`config.mk`:
```
export PLATFORM = sky130hd
export DESIGN_NAME = fetch_unit
export DESIGN_NICKNAME = d
export VERILOG_FILES = /design/src/rtl/fetch_pkg.sv /design/src/rtl/fetch_fifo.sv /design/src/rtl/fetch_unit.sv
export SDC_FILE = /design/constraint.sdc
export NUM_CORES = 1
export LEC_CHECK = 0
export CORE_AREA = 3 3 218 220
export CTS_CLUSTER_DIAMETER = 100
export CTS_CLUSTER_SIZE = 12
export DETAILED_ROUTE_END_ITERATION = 6
export DIE_AREA = 0 0 221 223
export GPL_ROUTABILITY_DRIVEN = 0
export PLACE_DENSITY = 0.65
export SETUP_SLACK_MARGIN = 0.15
export SLEW_MARGIN = 10
export SYNTH_ARGS = -nofsm -noshare
export SYNTH_HDL_FRONTEND = slang
export SYNTH_SLANG_ARGS = --single-unit
```
`constraint.sdc`:
```
create_clock -name clk -period 5.4 [get_ports clk]
set_input_delay 0.54 -clock clk [delete_from_list [all_inputs] [get_ports clk]]
set_output_delay 0.54 -clock clk [all_outputs]
set_load 0.05 [all_outputs]
```
`src/rtl/fetch_pkg.sv`:
```
// Shared types and constants for the instruction-fetch front end.
package fetch_pkg;

    typedef enum logic [1:0] {
        BR = 2'd0,
        J  = 2'd1,
        JR = 2'd2
    } redir_kind_t;

    typedef enum logic [1:0] {
        IDLE = 2'd0,
        REQ  = 2'd1,
        DROP = 2'd2
    } fetch_state_t;

    localparam int unsigned INSTR_BYTES = 4;

endpackage

```
`src/rtl/fetch_fifo.sv`:
```
// DEPTH-entry FIFO of {pc, instr} pairs; flush empties it in one cycle.
module fetch_fifo #(
    parameter int unsigned DEPTH = 4,
    parameter int unsigned WIDTH = 64
) (
    input  logic                     clk,
    input  logic                     rst_n,
    input  logic                     push,
    input  logic [WIDTH-1:0]         push_data,
    input  logic                     pop,
    input  logic                     flush,
    output logic [WIDTH-1:0]         head,
    output logic [$clog2(DEPTH):0]   count,
    output logic                     full,
    output logic                     empty
);
    localparam int unsigned AW = $clog2(DEPTH);
    localparam logic [AW:0] DEPTH_C = (AW+1)'(DEPTH);

    logic [WIDTH-1:0] mem [DEPTH];
    logic [AW-1:0]    wr_ptr;
    logic [AW-1:0]    rd_ptr;
    logic             do_pop;

    assign do_pop = pop && !empty;
    assign full   = (count == DEPTH_C);
    assign empty  = (count == '0);
    assign head   = mem[rd_ptr];

    // When full, a simultaneous push lands in the slot the pop just vacated.
    always_ff @(posedge clk or negedge rst_n) begin
        if (!rst_n) begin
            for (int unsigned i = 0; i < DEPTH; i++) mem[i] <= '0;
            wr_ptr <= '0;
            rd_ptr <= '0;
            count  <= '0;
        end else if (flush) begin
            wr_ptr <= '0;
            rd_ptr <= '0;
            count  <= '0;
        end else begin
            if (push) begin
                mem[wr_ptr] <= push_data;
                wr_ptr      <= wr_ptr + 1'b1;
            end
            if (do_pop) rd_ptr <= rd_ptr + 1'b1;
            case ({push, do_pop})
                2'b10:   count <= count + 1'b1;
                2'b01:   count <= count - 1'b1;
                default: ;
            endcase
        end
    end

endmodule

```
`src/rtl/fetch_unit.sv`:
```
// Instruction-fetch front end: PC, imem req/ack handshake, fetch FIFO, redirects.
// Define FETCH_ALIGN_CHK_EN to flag misaligned redirect targets on fault.
module fetch_unit
    import fetch_pkg::*;
#(
    parameter int unsigned     XLEN     = 32,
    parameter int unsigned     DEPTH    = 4,
    parameter logic [XLEN-1:0] RESET_PC = '0
) (
    input  logic            clk,
    input  logic            rst_n,
    output logic            imem_req,
    output logic [XLEN-1:0] imem_addr,
    input  logic            imem_ack,
    input  logic [31:0]     imem_rdata,
    output logic            inst_valid,
    input  logic            inst_ready,
    output logic [31:0]     inst_data,
    output logic [XLEN-1:0] inst_pc,
    input  logic            redir_valid,
    input  logic [1:0]      redir_kind,
    input  logic [XLEN-1:0] redir_pc,
    input  logic [25:0]     redir_imm,
    input  logic [XLEN-1:0] redir_reg,
    output logic            fault
);
    localparam int unsigned     CW         = $clog2(DEPTH) + 1;
    localparam logic [CW-1:0]   DEPTH_C    = CW'(DEPTH);
    localparam logic [XLEN-1:0] STEP       = XLEN'(INSTR_BYTES);
    localparam logic [XLEN-1:0] ALIGN_MASK = ~(XLEN'(INSTR_BYTES - 1));

    fetch_state_t     state;
    logic [XLEN-1:0]  pc;
    logic [XLEN-1:0]  seq_pc;
    logic [XLEN-1:0]  br_off;
    logic [XLEN-1:0]  target_raw;
    logic [XLEN-1:0]  target;
    logic             ack_push;
    logic             pop_now;
    logic             push;
    logic [XLEN+31:0] fifo_head;
    logic [CW-1:0]    fifo_count;
    logic             fifo_full;
    logic             fifo_empty;

    always_comb begin
        seq_pc     = redir_pc + STEP;
        br_off     = {{(XLEN-18){redir_imm[15]}}, redir_imm[15:0], 2'b00};
        target_raw = redir_reg;
        case (redir_kind_t'(redir_kind))
            BR:      target_raw = seq_pc + br_off;
            J:       target_raw = {seq_pc[XLEN-1:28], redir_imm, 2'b00};
            default: target_raw = redir_reg;
        endcase
        target = target_raw & ALIGN_MASK;
    end

    assign ack_push = (state == REQ) && imem_ack && !redir_valid;
    assign pop_now  = inst_ready && !fifo_empty;
    assign push     = ack_push && (!fifo_full || pop_now);

    // pc holds the next address to issue; imem_addr stays frozen through REQ/DROP.
    always_ff @(posedge clk or negedge rst_n) begin
        if (!rst_n) begin
            state     <= IDLE;
            pc        <= RESET_PC;
            imem_req  <= 1'b0;
            imem_addr <= RESET_PC;
        end else begin
            case (state)
                IDLE: begin
                    if (redir_valid) begin
                        pc <= target;
                    end else if (fifo_count < DEPTH_C) begin
                        state     <= REQ;
                        imem_req  <= 1'b1;
                        imem_addr <= pc;
                    end
                end
                REQ: begin
                    if (imem_ack) begin
                        state    <= IDLE;
                        imem_req <= 1'b0;
                        pc       <= redir_valid ? target : pc + STEP;
                    end else if (redir_valid) begin
                        state <= DROP;
                        pc    <= target;
                    end
                end
                DROP: begin
                    if (redir_valid) pc <= target;
                    if (imem_ack) begin
                        state    <= IDLE;
                        imem_req <= 1'b0;
                    end
                end
                default: begin
                    state    <= IDLE;
                    imem_req <= 1'b0;
                end
            endcase
        end
    end

    fetch_fifo #(
        .DEPTH (DEPTH),
        .WIDTH (XLEN + 32)
    ) u_fifo (
        .clk       (clk),
        .rst_n     (rst_n),
        .push      (push),
        .push_data ({imem_addr, imem_rdata}),
        .pop       (inst_ready),
        .flush     (redir_valid),
        .head      (fifo_head),
        .count     (fifo_count),
        .full      (fifo_full),
        .empty     (fifo_empty)
    );

    assign inst_valid = !fifo_empty;
    assign inst_data  = fifo_head[31:0];
    assign inst_pc    = fifo_head[XLEN+31:32];

`ifdef FETCH_ALIGN_CHK_EN
    always_ff @(posedge clk or negedge rst_n) begin
        if (!rst_n) begin
            fault <= 1'b0;
        end else if (redir_valid && (target_raw != target)) begin
            fault <= 1'b1;
        end
    end
`else
    assign fault = 1'b0;
`endif

endmodule

```
==> impl_metrics.env <==
export IMPL_maxSlewViolCount=0
export IMPL_drive_gt1_share_pct=26.9
export IMPL_postRouteAntennaNets=0
export IMPL_dr_pass1_iters=5
export IMPL_wl_per_cell_um=20.4
export IMPL_areaGrowthSynthToFinish_pct=21.2
export IMPL_ir_drop_mv=0.339
export IMPL_synth_async_reset_ratio_pct=100
export IMPL_io_pins=228
export IMPL_ff2ff_path_depth=7
export IMPL_place_inst=2149
export IMPL_timing_fmax_mhz=258
export IMPL_ff2ff_setup_slack_ps=1770
export IMPL_antenna_found_initial=4
export IMPL_seqPwrFrac_pct=35.8
export IMPL_hold_path_class="in -> async"
export IMPL_required_ps=5870
export IMPL_rows=78
export IMPL_path_clk_slew_ps=70
export IMPL_sw_frac_of_total_pct=40.6
export IMPL_crit_path_start_kind="input port"
export IMPL_finalHoldViolations=4
export IMPL_finalWorstSetupSlack_ps=1530
export IMPL_cellLeakagePower_nw=9.32
export IMPL_fp_coreArea_um2=45500
export IMPL_p_per_area_nw_per_um2=499
export IMPL_grt_max_degree=129
export IMPL_cell_internal_pwr_mw=6.25
export IMPL_multi_input_area_um2=8810
export IMPL_synth_edf_count=0
export IMPL_ctsRootBufferMaster="clkbuf_16"
export IMPL_ctsHoldBuffers=0
export IMPL_rsz0062_at_grt="false"
export IMPL_numCtsBuffers=31
export IMPL_cts_tree="done"
export IMPL_ctsHtreeMaxLevel=1
export IMPL_path_class="in -> reg"
export IMPL_syn_area_um2=17400
export IMPL_io_buffers=222
export IMPL_drc=0
export IMPL_clock_path_buffers=3
export IMPL_arrival_ps=4340
export IMPL_path_max_fanout=6
export IMPL_pre_cts_ws_ps=1010
export IMPL_timing_slew_headroom_pct=24.9
export IMPL_tns_ps=0
export IMPL_synthFlopType="dfrtp_1"
export IMPL_whs_ps=-11.4
export IMPL_grt_pass1_vias=12473
export IMPL_dieArea_um2=49300
export IMPL_die_h_um=223
export IMPL_area_sequential_um2=8260
export IMPL_finalClockSkew_ps=13.5
export IMPL_cts_num_sinks=330
export IMPL_clockPowerShare_pct=17.8
export IMPL_grt_first_pass_wirelength_um=70700
export IMPL_wl_um=44500
export IMPL_yosys_warnings=0
export IMPL_start_util_pct=38.3
export IMPL_grt_overflow=0
export IMPL_worstMarginPinSlew_ps=1130
export IMPL_dieWidth_um=221
export IMPL_final_nets=1757
export IMPL_yosysUniqueCellTypes=75
export IMPL_clk_latency_ps=560
export IMPL_cp_end_kind="register"
export IMPL_drt_iter0_markers=610
export IMPL_syn_area_per_cell_um2=12.6
export IMPL_vias=11974
export IMPL_grt_usage_pct=17.7
export IMPL_switching_power_mw=4.27
export IMPL_post_cts_buffers=0
export IMPL_finalCriticalPeriod_ps=3870
export IMPL_pwr_share_comb_pct=46.3
export IMPL_ys_seq_area_share_pct=47.5
export IMPL_rr_endpoint="pc[23]"
export IMPL_violations="hold timing"
export IMPL_dp_hpwl_um=31200
export IMPL_synthCells=1379
export IMPL_postCtsResizedCells=0
export IMPL_maxCapViolCount=0
export IMPL_fin_cells=2183
export IMPL_syn_num_nets=1554
export IMPL_outcome="complete, but fails checks"
export IMPL_r2r_start="state[0]"
export IMPL_vias_per_cell=5.49
export IMPL_n_fill_cell=4128
export IMPL_setup_viol=0
export IMPL_post_route_period_util_pct=71.7
export IMPL_ys_ff_latch=330
[layout by cell type (no fill, tap or decap), types with 16 or more instances in the layout]
master,instances
inv_1,22
and3_1,19
xor2_1,21
a21oi_1,63
nand4_1,16
mux2i_1,21
nor3_1,18
mux4_2,64
ha_1,44
nand2_1,69
dfrtp_1,328
clkbuf_16,31
mux2_2,294
clkdlybuf4s50_1,221
nor2_1,59
xnor2_1,34
nand3_1,23
o21ai_0,44
[layout make-up]
cell class | count | share of cell area [%]
clock buffers | 32 | 3.70
clock inverters | 1 | 0.0415
flip-flops and latches | 330 | 39.2
multi-input cells | 959 | 41.8
well taps | 600 | 3.56
inverters | 23 | 0.409
repair buffers | 237 | 11.3
diodes | 1 | 0.0119
[sequential cells by signal, summed over array words and instances, names as in the netlist]
register / flops
u_fifo.wr_ptr: 2
state: 2
u_fifo.mem: 256
imem_req: 1
u_fifo.rd_ptr: 2
imem_addr: 32
u_fifo.count: 3
pc: 32
[kinds of logic (layout without fill, tap and decap cells)]
family / after synthesis / after routing / share of synthesized area, %
AO/OA/AOI/OAI: 217 / 217 / 8.11
XOR/XNOR: 55 / 55 / 2.77
adder cells (fa/ha/maj): 46 / 46 / 3.39
buffers and inverters: 90 / 293 / 2.01
flip-flops: 330 / 330 / 47.5
multiplexers: 379 / 379 / 28.5
other: 1 / 2 / 0.0216
AND/OR/NAND/NOR: 261 / 261 / 7.70
[power by group through the flow]
stage / registers, mW / clock network [mW] / logic [mW]
floorplan: 3.93 / 0 / 3.13
global placement: 3.78 / 0 / 4.86
detailed placement: 3.83 / 0 / 4.92
CTS: 3.79 / 1.95 / 4.93
global route: 3.89 / 2.03 / 5.15
finish: 3.77 / 1.87 / 4.87
[synthesized netlist by cell type (all sizes together) (10+ instances only)]
cell type,count,area share [%]
buf,38,0.88
mux2i,21,1.2
ha,44,3.2
xnor2,34,1.7
nor3,18,0.52
clkbuf,29,0.63
mux4,64,8.3
xor2,21,1.1
inv,22,0.47
a21o,13,0.56
nor2,60,1.3
and2,12,0.43
dfrtp,330,47
nand4,17,0.70
a31oi,10,0.40
a21oi,63,1.8
mux2,294,19
nand3,23,0.66
o21ai,48,1.4
o22ai,13,0.47
and4,12,0.60
nand2,73,1.6
and3,19,0.68
[layer usage]
metal | vias to the layer above | wire length (µm) | share of wire (%) | track usage [%]
met5 | - | 36 | 0.081 | 0
met4 | 6 | 752 | 1.7 | 3.99
met3 | 56 | 1940 | 4.4 | 2.55
met2 | 299 | 21500 | 48 | 29.6
met1 | 6049 | 20300 | 46 | 24.5
li1 | 5564 | - | - | -
[stage by stage]
step	utilization, %	cell area (µm²)	total power [mW]
2_1_floorplan	-	17400	7.06
3_3_place_gp	44.6	20300	8.64
3_5_place_dp	44.6	20300	8.75
4_1_cts	46.4	21100	10.7
5_1_grt	46.4	21100	11.1
6_report	46.4	21100	10.5
[worst max-delay path, stage by stage]
cell             delay, ps
clkdlybuf4s50_1        570
nand4_1                150
nor3_1                 400
nand4_1                160
xnor2_1                280
ha_1                   320
a21o_1                 160
a21o_1                 170
a221o_1                360
a2111o_1               450
a41oi_2                210
xnor2_1                140
mux2i_1                150
a211oi_1               270
[how the worst max path moves through the flow]
stage / from / cells after the start / endpoint
after floorplan: redir_pc[5] / 13 / pc[24]
after global placement: redir_pc[4] / 14 / pc[24]
after detailed placement: redir_pc[4] / 14 / pc[24]
after CTS: u_fifo.rd_ptr[0] / 3 / inst_data[19]
after global routing: redir_pc[2] / 13 / pc[25]
final: redir_pc[4] / 14 / pc[24]
Power figures use the tool's default switching activity.
